File: src/rtl/ram_arbiter.sv
// ram_arbiter
// -----------------------------------------------------------------------------
// Two-requester arbiter in front of a single-port asynchronous-read RAM.
// Each access takes three cycles: IDLE (sample and latch the request),
// ACCESS (drive the RAM), DONE (ack pulse to the winner). Ties are broken
// round-robin using the identity of the last requester granted.
//
// Ports
//   clk, reset                    single clock, synchronous active-high reset
//   r0_req/r1_req                 access request, held until ack
//   r0_we/r1_we                   1 = write, 0 = read
//   r0_addr/r1_addr               access address
//   r0_wdata/r1_wdata             write data
//   r0_ack/r1_ack                 one-cycle completion pulse (DONE state)
//   r0_rdata/r1_rdata             registered read data per requester
//   ram_addr, ram_wdata           RAM address / write data (latched values)
//   ram_rdata                     RAM read data, combinational from the RAM
//   ram_cs_n, ram_we_n, ram_oe_n  active-low RAM controls, asserted in ACCESS
//   busy                          high whenever the FSM is not in IDLE
// -----------------------------------------------------------------------------
module ram_arbiter #(
    parameter int AddressSize = 16,
    parameter int WordSize    = 8
) (
    input  logic                   clk,
    input  logic                   reset,
    input  logic                   r0_req,
    input  logic                   r1_req,
    input  logic                   r0_we,
    input  logic                   r1_we,
    input  logic [AddressSize-1:0] r0_addr,
    input  logic [AddressSize-1:0] r1_addr,
    input  logic [WordSize-1:0]    r0_wdata,
    input  logic [WordSize-1:0]    r1_wdata,
    output logic                   r0_ack,
    output logic                   r1_ack,
    output logic [WordSize-1:0]    r0_rdata,
    output logic [WordSize-1:0]    r1_rdata,
    output logic [AddressSize-1:0] ram_addr,
    output logic [WordSize-1:0]    ram_wdata,
    input  logic [WordSize-1:0]    ram_rdata,
    output logic                   ram_cs_n,
    output logic                   ram_we_n,
    output logic                   ram_oe_n,
    output logic                   busy
);

    typedef enum logic [1:0] {
        S_IDLE   = 2'd0,
        S_ACCESS = 2'd1,
        S_DONE   = 2'd2
    } state_e;

    state_e                 state_q, state_d;
    logic                   grant_q, grant_d;      // 0 = r0, 1 = r1
    logic                   last_grant_q, last_grant_d;
    logic                   we_q, we_d;
    logic [AddressSize-1:0] addr_q, addr_d;
    logic [WordSize-1:0]    wdata_q, wdata_d;

    // Requester inputs gathered into arrays so per-requester logic can be
    // generated uniformly.
    logic [1:0]             req_in;
    logic [1:0]             we_in;
    logic [AddressSize-1:0] addr_in  [2];
    logic [WordSize-1:0]    wdata_in [2];
    logic [WordSize-1:0]    rdata_q  [2];
    logic [1:0]             ack;

    logic                   in_access;
    logic                   winner;

    assign req_in      = {r1_req, r0_req};
    assign we_in       = {r1_we, r0_we};
    assign addr_in[0]  = r0_addr;
    assign addr_in[1]  = r1_addr;
    assign wdata_in[0] = r0_wdata;
    assign wdata_in[1] = r1_wdata;

    // Sole requester wins; on a tie the one not granted last time wins.
    always_comb begin
        winner = 1'b0;
        if (req_in == 2'b11) begin
            winner = ~last_grant_q;
        end else begin
            winner = req_in[1];
        end
    end

    always_comb begin
        state_d      = state_q;
        grant_d      = grant_q;
        last_grant_d = last_grant_q;
        we_d         = we_q;
        addr_d       = addr_q;
        wdata_d      = wdata_q;
        case (state_q)
            S_IDLE: begin
                if (|req_in) begin
                    state_d      = S_ACCESS;
                    grant_d      = winner;
                    last_grant_d = winner;
                    we_d         = we_in[winner];
                    addr_d       = addr_in[winner];
                    wdata_d      = wdata_in[winner];
                end
            end
            S_ACCESS: state_d = S_DONE;
            S_DONE:   state_d = S_IDLE;
            default:  state_d = S_IDLE;
        endcase
    end

    always_ff @(posedge clk) begin
        if (reset) begin
            state_q      <= S_IDLE;
            grant_q      <= 1'b0;
            last_grant_q <= 1'b1;   // r0 wins the first tie after reset
            we_q         <= 1'b0;
            addr_q       <= '0;
            wdata_q      <= '0;
        end else begin
            state_q      <= state_d;
            grant_q      <= grant_d;
            last_grant_q <= last_grant_d;
            we_q         <= we_d;
            addr_q       <= addr_d;
            wdata_q      <= wdata_d;
        end
    end

    // RAM controls decode straight from the state register, so a write in
    // ACCESS still commits at the edge where reset is sampled.
    assign in_access = (state_q == S_ACCESS);
    assign ram_cs_n  = ~in_access;
    assign ram_we_n  = ~(in_access & we_q);
    assign ram_oe_n  = ~(in_access & ~we_q);
    assign ram_addr  = addr_q;
    assign ram_wdata = wdata_q;
    assign busy      = (state_q != S_IDLE);

    generate
        for (genvar gi = 0; gi < 2; gi++) begin : g_req
            assign ack[gi] = (state_q == S_DONE) && (grant_q == 1'(gi));

            // Capture read data at the edge ending ACCESS; writes leave it alone.
            always_ff @(posedge clk) begin
                if (reset) begin
                    rdata_q[gi] <= '0;
                end else if (in_access && !we_q && (grant_q == 1'(gi))) begin
                    rdata_q[gi] <= ram_rdata;
                end
            end
        end
    endgenerate

    assign r0_ack   = ack[0];
    assign r1_ack   = ack[1];
    assign r0_rdata = rdata_q[0];
    assign r1_rdata = rdata_q[1];

endmodule

File: config.mk
export PLATFORM = sky130hd
export DESIGN_NAME = ram_arbiter
export DESIGN_NICKNAME = d
export VERILOG_FILES = /design/src/rtl/ram_arbiter.sv
export SDC_FILE = /design/constraint.sdc
export NUM_CORES = 1
export LEC_CHECK = 0
export ABC_AREA = 1
export CORE_AREA = 2 2 83 85
export CTS_CLUSTER_DIAMETER = 60
export DETAILED_ROUTE_END_ITERATION = 10
export DIE_AREA = 0 0 85 87
export GPL_TIMING_DRIVEN = 0
export PLACE_DENSITY = 0.75
export SLEW_MARGIN = 20
export SYNTH_ARGS = -nofsm -noshare
export SYNTH_HDL_FRONTEND = slang
export SYNTH_SLANG_ARGS = --single-unit
export TNS_END_PERCENT = 5
File: constraint.sdc
create_clock -name clk -period 1.45 [get_ports clk]
set_input_delay 0.2175 -clock clk [delete_from_list [all_inputs] [get_ports clk]]
set_output_delay 0.2175 -clock clk [all_outputs]
set_load 0.02 [all_outputs]
==> flow_metrics.env <==
export IMPL_status="finished, final reports clean"
export IMPL_hp_class="in2reg"
export IMPL_synthArstFlopShare_pct=0
export IMPL_synth_avg_cell_area_um2=7.29
export IMPL_synth_area_um2=2320
export IMPL_crit_family="flip-flops"
export IMPL_dieHeight_um=87
export IMPL_period_needed_ns=1.43
export IMPL_via_count=2266
export IMPL_p_switching_mw=1.07
export IMPL_cts_buffers=5
export IMPL_r2r_setup_slack_ns=0.09
export IMPL_synth_area_leaders="dfxtp_1, edfxtp_1, nand2_1, nor2_1, inv_1"
export IMPL_rr_worst_depth=4
export IMPL_diodes=0
export IMPL_hold_depth=2
export IMPL_overflow=0
export IMPL_peakVddDrop_uv=542
export IMPL_p_int_mw=2.21
export IMPL_hpwl_um=4740
export IMPL_drv_cap=0
export IMPL_yosysMostFrequentCell="nand2_1"
export IMPL_fin_tns_setup_ns=0
export IMPL_worst_slew_pin_slew_ns=0.369
export IMPL_max_freq_ghz=0.698
export IMPL_grt_pass1_wl_um=9650
export IMPL_clockPowerShare_pct=24.0
export IMPL_antenna_found_initial=0
export IMPL_ant_nets=0
export IMPL_yosys_warnings=0
export IMPL_grt_pass1_vias=2084
export IMPL_die_width_um=85
export IMPL_core_area_um2=6570
export IMPL_combPwrFrac_pct=30.8
export IMPL_finalHoldViolations=0
export IMPL_p_seq_share_pct=45.2
export IMPL_root_buffer="clkbuf_8"
export IMPL_startpoint_type="register"
export IMPL_synth_common_cells="nand2_1, nor2_1, inv_1"
export IMPL_yosysUniqueCellTypes=20
export IMPL_cts_clk_slew_worst_paths_ns=0.08
export IMPL_synth_flop_cell="dfxtp_1"
export IMPL_dpl_cell_area_um2=3480
export IMPL_fin_crit_sh_pct=98.8
export IMPL_cpPeakStageDelay_ns=0.37
export IMPL_power_static_leakage_nw=1.71
export IMPL_grtUsageTotal_pct=16.3
export IMPL_avgViaCountPerCell=4.43
export IMPL_layout_drive_gt1_share_pct=11.1
export IMPL_hold_buffers=0
export IMPL_place_congestion=0.813
export IMPL_start_util_pct=35.3
export IMPL_maxSlewHeadroom_pct=75.4
export IMPL_rows=30
export IMPL_cellPowerDensity_nw_per_um2=929
export IMPL_die_area_um2=7400
export IMPL_synth_edf_count=16
export IMPL_hold_end="grant_q"
export IMPL_clock_latency_ns=0.30
export IMPL_cts_htree_levels=2
export IMPL_portBuffers=106
export IMPL_final_area_um2=3530
export IMPL_synth_seq_cells=45
export IMPL_area_growth_pct=52.5
export IMPL_cts_tree="built"
export IMPL_cts_buffer_depth=2
export IMPL_end_kind="output pin"
export IMPL_hp_start="reset"
export IMPL_drt_iter0_drc=53
export IMPL_critical_path_buf_inv_count=2
export IMPL_yosysTopAreaCellShare_pct=25.1
export IMPL_slew_violations=0
export IMPL_clock_sinks=45
export IMPL_layout_nets=493
export IMPL_synth_largest_area_cell="dfxtp_1"
export IMPL_wl_per_cell_um=11.8
export IMPL_wirelength_um=6070
export IMPL_reg2reg_from="state_q[0]"
export IMPL_r2r_end="rdata_q[1][5]"
export IMPL_worstPathArrival_ns=1.22
export IMPL_synth_cells=318
export IMPL_yosysSeqAreaShare_pct=45.8
export IMPL_path_class="reg2out"
export IMPL_cp_cell_sequence="inv_2 > nor2_4 > nand2_1 > buf_2"
export IMPL_grt_max_degree=16
export IMPL_rsz0062_at_grt="true"
export IMPL_required_ns=1.23
export IMPL_io_pins=108
export IMPL_drc_errors=0
export IMPL_p_sw_share_pct=32.6
export IMPL_crit_path_top_delay_cell="dfxtp_2"
export IMPL_dr_pass1_iters=4
export IMPL_skew_ns=0.00893
export IMPL_setup_violations=0
export IMPL_syn_num_nets=380
export IMPL_path_max_fanout=5
==> metal layers <==
metal	routed length [um]	share of wire [%]	GRT usage (%)
met1	2550	42	18.5
met2	3050	50	29.6
met3	407	6.7	4.74
met4	67	1.1	4.62
met5	0	0	0
==> registers in the layout, indices dropped and copies added (netlist names) <==
name and count:
rdata_q 16, grant_q 1, ram_wdata 8, last_grant_q 1, ram_addr 16, state_q 2
we_q 1
==> worst register-to-register path, cell delays in order (launching register included) <==
cell,delay (ns)
dfxtp_2,0.37
inv_2,0.06
nor2_4,0.12
nand2_1,0.17
o21ai_4,0.32
==> logic make-up (layout without fill, tap and decap cells) <==
logic type	Yosys count	after routing	synth area share, %
buf+inv	58	172	11.6
simple gates	186	186	33.5
compound gates	29	29	9.13
flops	45	45	45.8
==> per-stage QoR <==
| stage | instances | power, mW | hold slack, ns | setup slack [ns] | utilization (%) |
|---|---|---|---|---|---|
| after floorplan | 318 | 2.11 | 0.280 | -0.0981 | - |
| after global placement | 504 | 2.59 | 0.479 | -0.570 | 53.0 |
| after detailed placement | 504 | 2.61 | 0.490 | -0.606 | 53.0 |
| after CTS | 512 | 3.32 | 0.261 | -0.0567 | 53.6 |
| after global routing | 512 | 3.47 | 0.178 | -0.0609 | 53.8 |
| final | 512 | 3.28 | 0.158 | 0.0169 | 53.8 |
==> placed cells by master, fill, tap and decap left out, drive strengths merged, types with 10 or more instances in the layout <==
master	instances
a21boi	25
buf	18
clkbuf	10
clkdlybuf4s50	59
dfxtp	29
dlygate4sd2	39
edfxtp	16
inv	40
nand2	84
nand3	26
nor2	72
==> how the worst max path moves through the flow <==
stage	slack, ns	endpoint	cells after the start	from
global route	-0.06	ram_oe_n	4	state_q[0]
CTS	-0.06	rdata_q[0][5]	5	reset
global placement	-0.57	rdata_q[1][2]	5	reset
floorplan	-0.1	rdata_q[0][0]	4	state_q[0]
detailed placement	-0.61	rdata_q[1][0]	5	reset
finish	0.02	ram_oe_n	4	state_q[0]
==> timing repair <==
item	in CTS	in global routing
gates resized for setup	62	11
endpoints found under the setup margin	61	21
pin swaps	0	0
buffers inserted	0	0
==> final cells by class <==
cell class | count | area [um^2]
buffer | 18 | 121
clock buffer | 5 | 68.8
clock inverter | 3 | 22.5
fill | 633 | 3030
inverter | 40 | 150
multi-input combinational | 215 | 1010
sequential | 45 | 1070
tap | 80 | 100
timing repair buffer | 106 | 995
==> power groups by stage <==
stage / Clock (mW) / Sequential [mW] / Combinational [mW]
floorplan: 0 / 1.65 / 0.459
global route: 0.849 / 1.50 / 1.12
CTS: 0.813 / 1.49 / 1.02
finish: 0.789 / 1.48 / 1.01
global placement: 0 / 1.51 / 1.08
detailed placement: 0 / 1.52 / 1.09
Note: power is estimated with default switching activity, not from simulation.
